## src/rtl/buffet_fill_producer.sv

```systemverilog
// Credit-consuming producer on a buffet fill port: streams cmd_len upstream
// words into the buffet, never exceeding the last sampled free-slot snapshot.
module buffet_fill_producer #(
    parameter int IDX_WIDTH     = 8,
    parameter int DATA_WIDTH    = 32,
    parameter int SIZE          = 128,
    parameter int LEN_WIDTH     = 16,
    parameter int SETTLE_CYCLES = 2
) (
    input  logic                  clk,
    input  logic                  reset_i,
    input  logic [LEN_WIDTH-1:0]  cmd_len,
    input  logic                  cmd_valid,
    output logic                  cmd_ready,
    input  logic [DATA_WIDTH-1:0] in_data,
    input  logic                  in_valid,
    output logic                  in_ready,
    output logic [DATA_WIDTH-1:0] push_data,
    output logic                  push_data_valid,
    input  logic                  push_data_ready,
    input  logic [IDX_WIDTH-1:0]  credit_in,
    input  logic                  credit_valid,
    output logic                  credit_ready,
    output logic                  busy,
    output logic                  done,
    output logic                  credit_err
);

    localparam int SCW = (SETTLE_CYCLES > 1) ? $clog2(SETTLE_CYCLES) : 1;
    localparam logic [SCW-1:0]       SETTLE_LAST = SCW'(SETTLE_CYCLES - 1);
    localparam logic [IDX_WIDTH-1:0] SIZE_C      = IDX_WIDTH'(SIZE);

    typedef enum logic [2:0] {
        S_IDLE,
        S_REQ,
        S_PUSH,
        S_SETTLE,
        S_DONE
    } state_t;

    state_t                 state_q, state_d;
    logic [LEN_WIDTH-1:0]   remain_q, remain_d;
    logic [IDX_WIDTH-1:0]   credits_q, credits_d;
    logic [SCW-1:0]         settle_cnt_q, settle_cnt_d;
    logic                   credit_err_q, credit_err_d;

    logic                   has_work;
    logic                   fire;

    // Zero-latency pass-through: the buffet sees upstream data directly,
    // gated only by the credit and length budget.
    always_comb begin
        has_work        = (credits_q != '0) && (remain_q != '0);
        push_data       = in_data;
        push_data_valid = (state_q == S_PUSH) && in_valid && has_work;
        in_ready        = (state_q == S_PUSH) && push_data_ready && has_work;
        fire            = push_data_valid && push_data_ready;
    end

    always_comb begin
        state_d      = state_q;
        remain_d     = remain_q;
        credits_d    = credits_q;
        settle_cnt_d = settle_cnt_q;
        credit_err_d = credit_err_q;

        unique case (state_q)
            S_IDLE: begin
                if (cmd_valid) begin
                    remain_d = cmd_len;
                    state_d  = (cmd_len == '0) ? S_DONE : S_REQ;
                end
            end
            S_REQ: begin
                if (credit_valid) begin
                    if (credit_in > SIZE_C) begin
                        credits_d    = SIZE_C;
                        credit_err_d = 1'b1;
                    end else begin
                        credits_d = credit_in;
                    end
                    if (credit_in == '0) begin
                        state_d      = S_SETTLE;
                        settle_cnt_d = '0;
                    end else begin
                        state_d = S_PUSH;
                    end
                end
            end
            S_PUSH: begin
                if (fire) begin
                    remain_d  = remain_q - LEN_WIDTH'(1);
                    credits_d = credits_q - IDX_WIDTH'(1);
                    // Finishing the command wins over running out of credit.
                    if (remain_q == LEN_WIDTH'(1)) begin
                        state_d = S_DONE;
                    end else if (credits_q == IDX_WIDTH'(1)) begin
                        state_d      = S_SETTLE;
                        settle_cnt_d = '0;
                    end
                end
            end
            S_SETTLE: begin
                if (settle_cnt_q == SETTLE_LAST) begin
                    state_d = S_REQ;
                end else begin
                    settle_cnt_d = settle_cnt_q + SCW'(1);
                end
            end
            S_DONE: begin
                credits_d = '0;
                state_d   = S_IDLE;
            end
            default: begin
                state_d = S_IDLE;
            end
        endcase
    end

    always_ff @(posedge clk or posedge reset_i) begin
        if (reset_i) begin
            state_q      <= S_IDLE;
            remain_q     <= '0;
            credits_q    <= '0;
            settle_cnt_q <= '0;
            credit_err_q <= 1'b0;
        end else begin
            state_q      <= state_d;
            remain_q     <= remain_d;
            credits_q    <= credits_d;
            settle_cnt_q <= settle_cnt_d;
            credit_err_q <= credit_err_d;
        end
    end

    always_comb begin
        cmd_ready    = (state_q == S_IDLE);
        credit_ready = (state_q == S_REQ);
        busy         = (state_q != S_IDLE);
        done         = (state_q == S_DONE);
        credit_err   = credit_err_q;
    end

endmodule
```

## config.mk

```make
export PLATFORM = sky130hd
export DESIGN_NAME = buffet_fill_producer
export DESIGN_NICKNAME = d
export VERILOG_FILES = /design/src/rtl/buffet_fill_producer.sv
export SDC_FILE = /design/constraint.sdc
export NUM_CORES = 1
export LEC_CHECK = 0
export ABC_AREA = 1
export CORE_AREA = 2 2 84 86
export CTS_CLUSTER_DIAMETER = 40
export DETAILED_ROUTE_END_ITERATION = 10
export DIE_AREA = 0 0 86 88
export PLACE_DENSITY = 0.8
export SYNTH_ARGS = -nofsm -noshare
export SYNTH_HDL_FRONTEND = slang
export SYNTH_SLANG_ARGS = --single-unit
```

## constraint.sdc

```tcl
create_clock -name clk -period 1.6 [get_ports clk]
set_clock_uncertainty 0.05 [all_clocks]
set_input_delay 0.24 -clock clk [delete_from_list [all_inputs] [get_ports clk]]
set_output_delay 0.24 -clock clk [all_outputs]
set_load 0.02 [all_outputs]
```

### Word-level counts from Yosys, hierarchy flattened

Index checks and enable logic that the tools add are counted.

| operators by class | value |
|---|---|
| muxes and demuxes | 23 |
| reductions and logical operators | 20 |
| magnitude comparators | 1 |
| eq/ne operators | 14 |
| add/sub/neg operators | 3 |

Operator list:

| kind | count |
|---|---|
| $mux W16 | 2 |
| $pmux W16 S2 | 1 |
| $mux W8 | 3 |
| $pmux W8 S3 | 1 |
| $mux W3 | 7 |
| $eq A16 B1 Y1 const B | 1 |
| $logic_not A16 Y1 | 1 |
| $reduce_bool A16 Y1 | 1 |
| $sub A16 B1 Y16 const B | 1 |
| $pmux W3 S4 | 1 |
| $ne A2 B2 Y1 const B | 5 |
| $reduce_and A3 Y1 | 3 |
| $reduce_bool A3 Y1 | 3 |
| $eq A8 B1 Y1 const B | 1 |
| $gt A8 B8 Y1 const B | 1 |
| $logic_not A8 Y1 | 1 |
| $reduce_bool A8 Y1 | 1 |
| $sub A8 B1 Y8 const B | 1 |
| $mux W1 | 7 |
| $eq A3 B2 Y1 const B | 2 |
| $logic_and A1 B1 Y1 | 6 |
| $reduce_and A6 Y1 | 1 |
| $reduce_and A5 Y1 | 1 |
| $ne A2 B1 Y1 const B | 2 |
| other kinds (7) | 7 |

| word-level totals | value |
|---|---|
| bits in registers | 29 |
| input bits | 62 |
| output and inout bits | 39 |

### Logic depth before layout (Yosys ltp)

Gate-level depths: netlist of the first run.

| logic depth | value |
|---|---|
| depth in word-level cells | 6 |
| mapped depth | 12 |

### Worst setup path before layout of the first run

Ideal clock, no wire load.

| timing | value |
|---|---|
| kind | reg2reg |
| from | register state_q[1] |
| to | register credits_q[3] |
| library setup time | 0.119 ns |
| period minus slack after synthesis | 1.722 ns |
| buffers on the path | 0 |
| setup slack | -0.122 ns |
| data arrival time | 1.554 ns |
| data required time | 1.431 ns |
| cell stages (with the launch flop) | 7 |
| cell sequence | dfrtp_1 -> nor3_2 -> inv_2 -> nand2_1 -> nand3_1 -> nand2_1 -> nand2_1 |

RTL lines:

| item | RTL line | source |
|---|---|---|
| start: declaration | 41 | `state_t state_q, state_d;` |
| start signal: assignment | 128 | `state_q <= state_d;` |
| $eq A3 B1 Y1 (*) | n/a |  |
| via credit_ready | 23 | `output logic credit_ready,` |
| $ne A2 B2 Y1 (no source line) / $reduce_bool A3 Y1 (equally long branches) | n/a |  |
| $reduce_and A3 Y1 (no source line) | n/a |  |
| end signal: assignment | 130 | `credits_q <= credits_d;` |
| end: declaration | 43 | `logic [IDX_WIDTH-1:0] credits_q, credits_d;` |

The timed path passes the listed nets; every way through them passes the cells marked *.
A chain may end at the register's enable or synchronous reset.

### Worst setup path after layout of the first run

| timing | value |
|---|---|
| from | register remain_q[0] |
| to | output push_data_valid |

| on the way | value |
|---|---|
| cells in the longest elaborated chain, start to end | 3 |

RTL lines:

| item | RTL line | source |
|---|---|---|
| start: declaration | 42 | `logic [LEN_WIDTH-1:0] remain_q, remain_d;` |
| start signal: assignment | 129 | `remain_q <= remain_d;` |
| $reduce_bool A16 Y1 | 53 | `has_work = (credits_q != '0) && (remain_q != '0);` |
| $logic_and A1 B1 Y1 | 53 |  |
| $logic_and A1 B1 Y1 | 55 | `push_data_valid = (state_q == S_PUSH) && in_valid && has_work;` |
| end: declaration | 19 | `output logic push_data_valid,` |

Every way passes these cells.

==> flow_metrics.env, run 1 <==
export IMPL_rows=30
export IMPL_numCtsBuffers=5
export IMPL_layout_commonest_cell="nand2_1"
export IMPL_drc_errors=0
export IMPL_die_area_um2=7568
export IMPL_insertedDiodeCount=0
export IMPL_rrSetupSlack_ps=-190
export IMPL_grt_usage_pct=23.39
export IMPL_viasPerCell=5.563
export IMPL_async_reset_ff_share_pct=100.0
export IMPL_fill_cells=500
export IMPL_synth_top_area_share_pct=28.18
export IMPL_synth_flop_cell="dfrtp_1"
export IMPL_grt_ovfl_total=0
export IMPL_die_width_um=86
export IMPL_clkSinkCount=29
export IMPL_ant_nets=0
export IMPL_io_buffers=36
export IMPL_fmax_mhz=552.0
export IMPL_crit_path_end_kind="output port"
export IMPL_io_pins=101
export IMPL_crit_path_start_kind="flip-flop"
export IMPL_mostFrequentLayoutCells="nand2_1 (101), buf_4 (77), nor2_1 (38), clkdlybuf4s50_1 (30), dfrtp_1 (27)"
export IMPL_cts_root_buffer="clkbuf_8"
export IMPL_synth_cell_area_um2=2575
export IMPL_seq_area_um2=728.2
export IMPL_yosysWarnings=0
export IMPL_syn_inst=409
export IMPL_dpl_hpwl_um=5376
export IMPL_synth_edf_count=0
export IMPL_hold_violations=0
export IMPL_initial_core_util_pct=38.76
export IMPL_first_global_vias=3104
export IMPL_max_slew_margin_pct=72.48
export IMPL_status="complete, but fails checks"
export IMPL_final_layout_size_suffix_gt1_share_pct=42.77
export IMPL_cp_num_buf_inv=2
export IMPL_worst_path_max_delay_cell="dfrtp_1"
export IMPL_crit_family="simple AND/OR/NAND/NOR gates"
export IMPL_rsz0062_at_grt="true"
export IMPL_setup_violations=31
export IMPL_yosysTopAreaCell="dfrtp_1"
export IMPL_synth_area_top_cells="dfrtp_1 (28%), nand2_1 (20%), buf_4 (9.3%)"
export IMPL_utilization_pct=62.69
export IMPL_hold_class="in2async"
export IMPL_clockBufferDepth=2
export IMPL_htreeDepth=2
export IMPL_worst_pin_slew_ps=412.8
export IMPL_wl_per_cell_um=17.01
export IMPL_num_vias=3293
export IMPL_fin_hold_ws_ps=275.1
export IMPL_syn_to_final_growth_pct=61.76
export IMPL_fin_nets=579
export IMPL_path_cells="inv_2 -> ha_4 -> nand2_2 -> nor2_2 -> nand2_2 -> nand2_4 -> nor3_4 -> buf_6"
export IMPL_cts_clk_slew_worst_paths_ps=70
export IMPL_cts_hold_buf=0
export IMPL_violations="negative setup slack"
export IMPL_drt_iter0_markers=280
export IMPL_dr_pass1_iters=5
export IMPL_avgSynthCellArea_um2=6.296
export IMPL_multi_input_area_um2=1844
export IMPL_postSynthNetCount=477
export IMPL_die_h_um=88
export IMPL_synth_seq_cells=29
export IMPL_worst_path_stages=8
export IMPL_max_cap_viol_count=0
export IMPL_yosysSeqAreaShare_pct=28.18
export IMPL_rr_startpoint="state_q[1]$_DFFE_PP0P_"
export IMPL_worst_path_most_repeated_cell="nand2_2"
export IMPL_path_class="reg2out"
export IMPL_grt_start_max_net_pins=30
export IMPL_drt_total_wl_um=10070
export IMPL_cp_max_fo=2
export IMPL_period_share_pct=113.2
export IMPL_fin_crit_ps=1812
export IMPL_worst_skew_pair_late_latency_ps=300
export IMPL_core_area_um2=6644
export IMPL_maxSlewViolCount=0
export IMPL_fin_ws_ps=-211.6
export IMPL_crit_arrival_ps=1520
export IMPL_grt_pass1_wl_um=14030
export IMPL_leakagePower_uw=0.002086
export IMPL_antenna_found_initial=0
export IMPL_vdd_drop_max_v=0.001002
export IMPL_pwr_density_cell_nw_per_um2=2113
export IMPL_r2r_cells=10
export IMPL_cts_tree="yes"
export IMPL_ys_types=30
export IMPL_r2r_end="remain_q[13]$_DFFE_PP0P_"
export IMPL_gp_congestion=0.9266
export IMPL_max_stage_delay_ps=380
export IMPL_crit_required_ps=1310
## timing repair
action / CTS / global route
endpoints found under the setup margin: 34 / 33
pin swaps: 22 / 31
cloned: 3 / 1
setup buffers: 20 / 15
gates resized for setup: 83 / 103
## synth_stat cells (3+ instances only)
library cell	count
a21boi_0	5
a21oi_1	4
buf_2	5
buf_4	32
dfrtp_1	29
ha_1	6
inv_1	31
inv_2	6
mux2i_1	3
nand2_1	138
nand3_1	22
nand3b_1	4
nand4_1	13
nor2_1	63
nor3_1	3
o21ai_0	8
o21ai_1	14
o22ai_1	4
xor2_1	3
## how the worst max path moves through the flow
stage / from / endpoint / slack, ps
floorplan: remain_q[0]$_DFFE_PP0P_ / remain_q[0]$_DFFE_PP0P_ / 5
global route: state_q[2]$_DFFE_PP0P_ / remain_q[13]$_DFFE_PP0P_ / -260
CTS: remain_q[0]$_DFFE_PP0P_ / push_data_valid / -180
finish: remain_q[0]$_DFFE_PP0P_ / push_data_valid / -210
global placement: remain_q[0]$_DFFE_PP0P_ / push_data_valid / -330
detailed placement: remain_q[0]$_DFFE_PP0P_ / push_data_valid / -390
## cells by family (layout without fill, tap and decap cells)
logic type / after synthesis / count (layout) / synth area share (%)
AND/OR/NAND/NOR: 249 / 249 / 40.67
buffers and inverters: 79 / 182 / 17.01
AO/OA/AOI/OAI: 38 / 38 / 8.358
flip-flops: 29 / 29 / 28.18
adder cells (fa/ha/maj): 6 / 6 / 2.915
XOR/XNOR: 5 / 5 / 1.701
multiplexers: 3 / 3 / 1.166
## flip-flops by register name, summed over array words and instances (netlist names)
| signal | flops |
|---|---|
| settle_cnt_q | 1 |
| credit_err | 1 |
| state_q | 3 |
| credits_q | 8 |
| remain_q | 16 |
## worst min-delay path, stage by stage
cell	delay [ps]
clkdlybuf4s50_1	400
inv_1	50
buf_4	360
## power breakdown
group          internal, uW  leakage [uW]  switching, uW
clock                   309     0.0000395            313
sequential             1070      0.000358            270
combinational          3160       0.00169           3670
## metrics by stage
stage / setup TNS [ps] / instances / cell area (um2) / setup WS (ps) / total power, uW
2_1_floorplan: 0 / 409 / 2613 / 4.945 / 3962
3_3_place_gp: -3677 / 552 / 3294 / -326.6 / 5420
3_5_place_dp: -4842 / 552 / 3294 / -394.6 / 5591
4_1_cts: -1898 / 583 / 3789 / -178.1 / 7481
5_1_grt: -5588 / 592 / 4165 / -258.7 / 9333
6_report: -3617 / 592 / 4165 / -211.6 / 8802
## area by class of cell
cell class | instances | area share [%]
multi-input combinational | 301 | 44.28
timing repair buffer | 135 | 30.22
sequential | 29 | 17.48
inverter | 38 | 3.515
tap | 80 | 2.403
clock buffer | 8 | 1.923
timing repair inverter | 1 | 0.1802
## metal layers
metal / routed length, um / track usage (%)
met5: 0 / 0
met4: 565 / 14.29
met3: 670 / 5.184
met2: 5202 / 42.42
met1: 3632 / 24.67
Power figures use the tool's default switching activity.
==> run 2: changes to the inputs <==
--- a/config.mk
+++ b/config.mk
@@ -6,11 +6,13 @@
 export NUM_CORES = 1
 export LEC_CHECK = 0
 export ABC_AREA = 1
+export CAP_MARGIN = 20
 export CORE_AREA = 2 2 84 86
 export CTS_CLUSTER_DIAMETER = 40
 export DETAILED_ROUTE_END_ITERATION = 10
 export DIE_AREA = 0 0 86 88
 export PLACE_DENSITY = 0.8
+export SETUP_SLACK_MARGIN = 0.05
 export SYNTH_ARGS = -nofsm -noshare
 export SYNTH_HDL_FRONTEND = slang
 export SYNTH_SLANG_ARGS = --single-unit
==> run 2 against run 1 <==
  * The run still ends with negative setup slack left
  * Flip-flop and latch count is the same
  * Non-clock buffer count shrank 7
  * Via count shrank 6.4%
  * Fmax grew 2.2%
  * Utilization shrank 1.3 points
  * First-iteration DRC count shrank 46%
  * Die area is the same
  * Sequential share of layout area grew 0.36 points
  * Cell count shrank 1.4%
  * Clock power grew 12%
  * Combinational power shrank 5.3%
  * Design area shrank 2.0%
  * Largest cell class unchanged
==> flow_metrics.env, run 2 (synthesis gave the netlist of run 1 again) <==
export IMPL_dr_pass1_iters=5
export IMPL_mostFrequentLayoutCells="nand2_1 (102), buf_4 (75), nor2_1 (46), clkdlybuf4s50_1 (29), dfrtp_1 (27)"
export IMPL_largestRegisters="remain_q: 16 flops, credits_q: 8 flops, state_q: 3 flops"
export IMPL_die_h_um=88
export IMPL_p_total_uw=8488
export IMPL_cp_max_fo=2
export IMPL_drc_errors=0
export IMPL_max_slew_margin_pct=73.34
export IMPL_period_share_pct=110.8
export IMPL_fin_crit_ps=1773
export IMPL_cts_clk_slew_worst_paths_ps=70
export IMPL_fin_ws_ps=-172.9
export IMPL_fin_hold_ws_ps=292.3
export IMPL_crit_path_start_kind="flip-flop"
export IMPL_crit_path_end_kind="output port"
export IMPL_first_global_vias=3025
export IMPL_gp_congestion=0.8883
export IMPL_die_area_um2=7568
export IMPL_setup_violations=31
export IMPL_status="complete, but fails checks"
export IMPL_syn_to_final_growth_pct=58.50
export IMPL_maxSlewViolCount=0
export IMPL_switching_share_pct=46.43
export IMPL_antenna_found_initial=0
export IMPL_path_cells="nor2_2 -> nand2_1 -> nor2_2 -> nand2_2 -> nand2_4 -> nor3_2 -> buf_4"
export IMPL_hold_class="in2async"
export IMPL_io_buffers=36
export IMPL_max_cap_viol_count=0
export IMPL_clkSinkCount=29
export IMPL_pwr_density_cell_nw_per_um2=2080
export IMPL_grt_pass1_wl_um=12830
export IMPL_layout_commonest_cell="nand2_1"
export IMPL_crit_arrival_ps=1480
export IMPL_finalSetupTns_ps=-3243
export IMPL_crit_required_ps=1310
export IMPL_clockBufferDepth=2
export IMPL_largest_register_ffs=16
export IMPL_hold_violations=0
export IMPL_rsz0062_at_grt="true"
export IMPL_die_width_um=86
export IMPL_combPwrFrac_pct=76.3
export IMPL_internal_power_uw=4547
export IMPL_power_frac_seq_pct=15.5
export IMPL_htreeDepth=2
export IMPL_cts_hold_buf=0
export IMPL_numCtsBuffers=5
export IMPL_num_vias=3083
export IMPL_path_class="reg2out"
export IMPL_final_layout_size_suffix_gt1_share_pct=40.48
export IMPL_worst_pin_slew_ps=399.9
export IMPL_cts_tree="yes"
export IMPL_wl_per_cell_um=14.79
export IMPL_io_pins=101
export IMPL_p_switching_uw=3941
export IMPL_grt_ovfl_total=0
export IMPL_worst_path_most_repeated_cell="nor2_2"
export IMPL_cp_num_buf_inv=1
export IMPL_ant_nets=0
export IMPL_fin_nets=571
export IMPL_viasPerCell=5.279
export IMPL_pwr_share_clk_pct=8.2
export IMPL_dpl_hpwl_um=5361
export IMPL_insertedDiodeCount=0
export IMPL_drt_iter0_markers=152
export IMPL_worst_skew_pair_late_latency_ps=290
export IMPL_crit_family="simple AND/OR/NAND/NOR gates"
export IMPL_violations="negative setup slack"
export IMPL_vdd_drop_max_v=0.0006603
export IMPL_max_stage_delay_ps=390
export IMPL_grt_usage_pct=21.40
export IMPL_core_area_um2=6644
export IMPL_leakagePower_uw=0.002064
export IMPL_fmax_mhz=564.1
export IMPL_rows=30
export IMPL_largest_register="remain_q"
export IMPL_worst_path_max_delay_cell="dfrtp_1"
export IMPL_drt_total_wl_um=8637
export IMPL_cts_root_buffer="clkbuf_8"
export IMPL_grt_start_max_net_pins=30
export IMPL_initial_core_util_pct=38.76
-- run 2: final timing paths --
| check | startpoint | depth (start not counted) | end | slack [ps] |
|---|---|---|---|---|
| worst min register to register | credit_err$_DFFE_PP0P_ | 1 | credit_err$_DFFE_PP0P_ | 430 |
| min in group clk | in_data[11] | 0 | push_data[11] | 430 |
| worst max register to register | remain_q[12]$_DFFE_PP0P_ | 11 | remain_q[13]$_DFFE_PP0P_ | -150 |
| worst max-delay path | remain_q[12]$_DFFE_PP0P_ | 7 | push_data_valid | -170 |
| worst min-delay path | reset_i | 3 | remain_q[0]$_DFFE_PP0P_ | 290 |
| max in group asynchronous | reset_i | 3 | state_q[2]$_DFFE_PP0P_ | 880 |
-- run 2: area by class of cell --
type	instances	area, um2
clock buffer	7	96.34
clock inverter	1	5.005
fill	540	2562
inverter	38	150.1
multi-input combinational	301	1804
sequential	29	728.2
tap	80	100.1
timing repair buffer	128	1197
-- run 2: through the flow --
step	area (um2)	worst slack [ps]	utilization, %	cells
2_1_floorplan	2639	47.86	-	409
6_report	4081	-172.9	61.43	584
4_1_cts	3725	-137.6	56.06	578
3_3_place_gp	3342	-250.2	50.30	554
3_5_place_dp	3342	-319.3	50.30	554
5_1_grt	4081	-247.8	61.43	584
-- run 2: metal layers --
metal | wire (um) | vias to the layer above | track usage, %
li1 | - | 1457 | -
met1 | 3239 | 1467 | 23.54
met2 | 4540 | 120 | 39.53
met3 | 558 | 39 | 4.807
met4 | 298 | 0 | 9.091
met5 | 0 | - | 0
-- run 2: power by group through the flow --
stage / combinational (uW) / sequential, uW / clock (uW)
after floorplan: 2630 / 1390 / 0
after global placement: 4310 / 1260 / 0
after detailed placement: 4420 / 1280 / 0
after CTS: 5190 / 1280 / 700
after global routing: 7010 / 1340 / 741
final: 6480 / 1310 / 697
-- run 2: what timing repair did --
| item | CTS | global route |
|---|---|---|
| cloned | 1 | 2 |
| endpoints found under the setup margin | 34 | 34 |
| gates resized for setup | 76 | 84 |
| buffers inserted | 17 | 7 |
| endpoints found under the hold margin | 0 | 0 |
| pin swaps | 26 | 38 |
-- run 2: worst register-to-register path, cell delays in order, from the launching register on --
cell     delay (ps)
dfrtp_1         390
nor2_2          150
nand2_1          90
nor2_2          170
nand2_2         110
nand4_1         140
nand2_4         120
nand2_8         150
buf_6           130
inv_6            40
nand2_2          40
nand2_1          50
==> run 3: changes to the inputs <==
--- a/config.mk
+++ b/config.mk
@@ -7,11 +7,11 @@
 export LEC_CHECK = 0
 export ABC_AREA = 1
 export CAP_MARGIN = 20
-export CORE_AREA = 2 2 84 86
+export CORE_AREA = 2 2 77 79
 export CTS_CLUSTER_DIAMETER = 40
 export DETAILED_ROUTE_END_ITERATION = 10
-export DIE_AREA = 0 0 86 88
-export PLACE_DENSITY = 0.8
+export DIE_AREA = 0 0 79 81
+export PLACE_DENSITY = 0.9
 export SETUP_SLACK_MARGIN = 0.05
 export SYNTH_ARGS = -nofsm -noshare
 export SYNTH_HDL_FRONTEND = slang
==> constraint.sdc (replaced) <==
create_clock -name clk -period 2.1 [get_ports clk]
set_clock_uncertainty 0.05 [all_clocks]
set_input_delay 0.315 -clock clk [delete_from_list [all_inputs] [get_ports clk]]
set_output_delay 0.315 -clock clk [all_outputs]
set_load 0.02 [all_outputs]
==> run 3 against run 2 <==
  * The flow now finishes without violations
  * Setup slack better by 340 ps
  * Via count down 17%
  * Die area is 15% lower
  * Flip-flop and latch count unchanged
  * Critical path type unchanged
==> flow_metrics.env, run 3 (synthesis gave the netlist of run 1 again) <==
export IMPL_finalSetupTns_ps=0
export IMPL_crit_path_start_kind="flip-flop"
export IMPL_grt_start_max_net_pins=30
export IMPL_combPwrFrac_pct=61.4
export IMPL_crit_arrival_ps=1560
export IMPL_pwr_share_clk_pct=11.2
export IMPL_setup_violations=0
export IMPL_first_global_vias=2530
export IMPL_fin_hold_ws_ps=355.0
export IMPL_pwr_density_cell_nw_per_um2=1389
export IMPL_max_stage_delay_ps=390
export IMPL_drt_iter0_markers=149
export IMPL_worst_pin_slew_ps=401.1
export IMPL_hold_class="in2async"
export IMPL_max_slew_margin_pct=73.26
export IMPL_switching_share_pct=50.67
export IMPL_p_switching_uw=2055
export IMPL_htreeDepth=2
export IMPL_cts_hold_buf=0
export IMPL_worst_path_most_repeated_cell="nand2_1"
export IMPL_grt_usage_pct=21.31
export IMPL_gp_congestion=0.9325
export IMPL_die_width_um=79
export IMPL_io_buffers=36
export IMPL_cp_max_fo=4
export IMPL_num_vias=2545
export IMPL_internal_power_uw=2000
export IMPL_io_pins=101
export IMPL_wl_per_cell_um=12.77
export IMPL_dr_pass1_iters=5
export IMPL_dpl_hpwl_um=4849
export IMPL_crit_path_end_kind="output port"
export IMPL_mostFrequentLayoutCells="nand2_1 (138), nor2_1 (61), inv_1 (30), clkdlybuf4s50_1 (30), dfrtp_1 (29)"
export IMPL_numCtsBuffers=5
export IMPL_largestRegisters="remain_q: 16 flops, credits_q: 8 flops, state_q: 3 flops"
export IMPL_rows=28
export IMPL_rr_startpoint="remain_q[9]$_DFFE_PP0P_"
export IMPL_die_h_um=81
export IMPL_worst_path_max_delay_cell="dfrtp_1"
export IMPL_period_share_pct=91.86
export IMPL_status="finished clean"
export IMPL_vdd_drop_max_v=0.0004615
export IMPL_largest_register_ffs=16
export IMPL_path_cells="inv_1 -> ha_1 -> nand2_1 -> nor2_1 -> nand2_1 -> nand2_1 -> nor3_1 -> buf_2"
export IMPL_drc_errors=0
export IMPL_fin_crit_ps=1929
export IMPL_fmax_mhz=518.4
export IMPL_core_area_um2=5675
export IMPL_worst_skew_pair_late_latency_ps=290
export IMPL_clockBufferDepth=2
export IMPL_cp_num_buf_inv=2
export IMPL_antenna_found_initial=0
export IMPL_maxSlewViolCount=0
export IMPL_cts_tree="yes"
export IMPL_cts_root_buffer="clkbuf_8"
export IMPL_cts_setup_buffers=0
export IMPL_syn_to_final_growth_pct=13.36
export IMPL_grt_pass1_wl_um=10800
export IMPL_final_layout_size_suffix_gt1_share_pct=8.057
export IMPL_leakagePower_uw=0.001523
export IMPL_crit_family="simple AND/OR/NAND/NOR gates"
export IMPL_ant_nets=0
export IMPL_cts_clk_slew_worst_paths_ps=70
export IMPL_largest_register="remain_q"
export IMPL_layout_commonest_cell="nand2_1"
export IMPL_cp_startpoint="remain_q[0]$_DFFE_PP0P_"
export IMPL_viasPerCell=5.121
export IMPL_grt_ovfl_total=0
export IMPL_crit_required_ps=1740
export IMPL_hold_violations=0
export IMPL_power_frac_seq_pct=27.4
export IMPL_drt_total_wl_um=6348
export IMPL_fin_nets=489
export IMPL_insertedDiodeCount=0
export IMPL_path_class="reg2out"
export IMPL_clkSinkCount=29
export IMPL_initial_core_util_pct=45.37
export IMPL_rsz0062_at_grt="false"
export IMPL_max_cap_viol_count=0
export IMPL_die_area_um2=6399
run 3: changes by cell type in the layout (fill, tap and decap cells not counted), moves of 8 or more:
cell,previous run,this run
o21ai_2,8,0
o21ai_1,5,14
nand2_4,13,0
nor2_2,13,2
buf_4,75,9
nor2_1,46,61
buf_6,15,0
nand2_2,22,0
nand2_1,102,138
run 3: timing repair:
item                                    4_1_cts  5_1_grt
gates cloned                                  0        0
pin swaps                                     0        0
endpoints found under the setup margin        5       10
resized for setup                             6       12
run 3: layout make-up:
type                       count  area, um2
clock inverter                 2      10.01
fill                         581       2756
timing repair buffer          46      440.4
inverter                      38      142.6
clock buffer                   6      72.57
tap                           75      93.84
multi-input combinational    301       1434
sequential                    29      725.7
run 3: path summary, 6_finish.rpt:
path                                            end  depth (start not counted)  slack [ps]
setup / recovery                    push_data_valid                          8         170
hold / removal              remain_q[7]$_DFFE_PP0P_                          3         360
setup reg to reg            remain_q[0]$_DFFE_PP0P_                         11         200
hold reg to reg            settle_cnt_q$_DFFE_PP0P_                          2         420
max in group asynchronous    state_q[0]$_DFFE_PP0P_                          3        1350
min in group clk           settle_cnt_q$_DFFE_PP0P_                          2         420
run 3: metrics by stage:
stage               cells  cell area, um2  util (%)  power [uW]  setup slack, ps
floorplan             409            2575         -        2963            357.0
global placement      489            2821     49.71        3489            100.8
detailed placement    489            2821     49.71        3584            36.58
CTS                   497            2908     51.23        4047            6.569
global route          497            2919     51.43        4487            41.94
finish                497            2919     51.43        4055            171.0
run 3: worst reg2reg max path, delay by kind of cell (launching register included):
kind | cells | cell delay, ps
buffers and inverters | 2 | 330
flip-flops | 1 | 420
AND/OR/NAND/NOR | 9 | 1000
run 3: power by group through the flow:
stage               combinational (uW)  clock, uW  sequential (uW)
global route                      2840        493             1150
detailed placement                2480          0             1100
CTS                               2480        470             1100
finish                            2490        453             1110
global placement                  2410          0             1080
floorplan                         1920          0             1050
run 3: metal layers:
layer	vias up	routed length [um]	track usage (%)
li1	1287	-	-
met1	1166	2648	24.20
met2	77	3196	38.90
met3	15	358	4.667
met4	0	146	8.621
met5	-	0	0
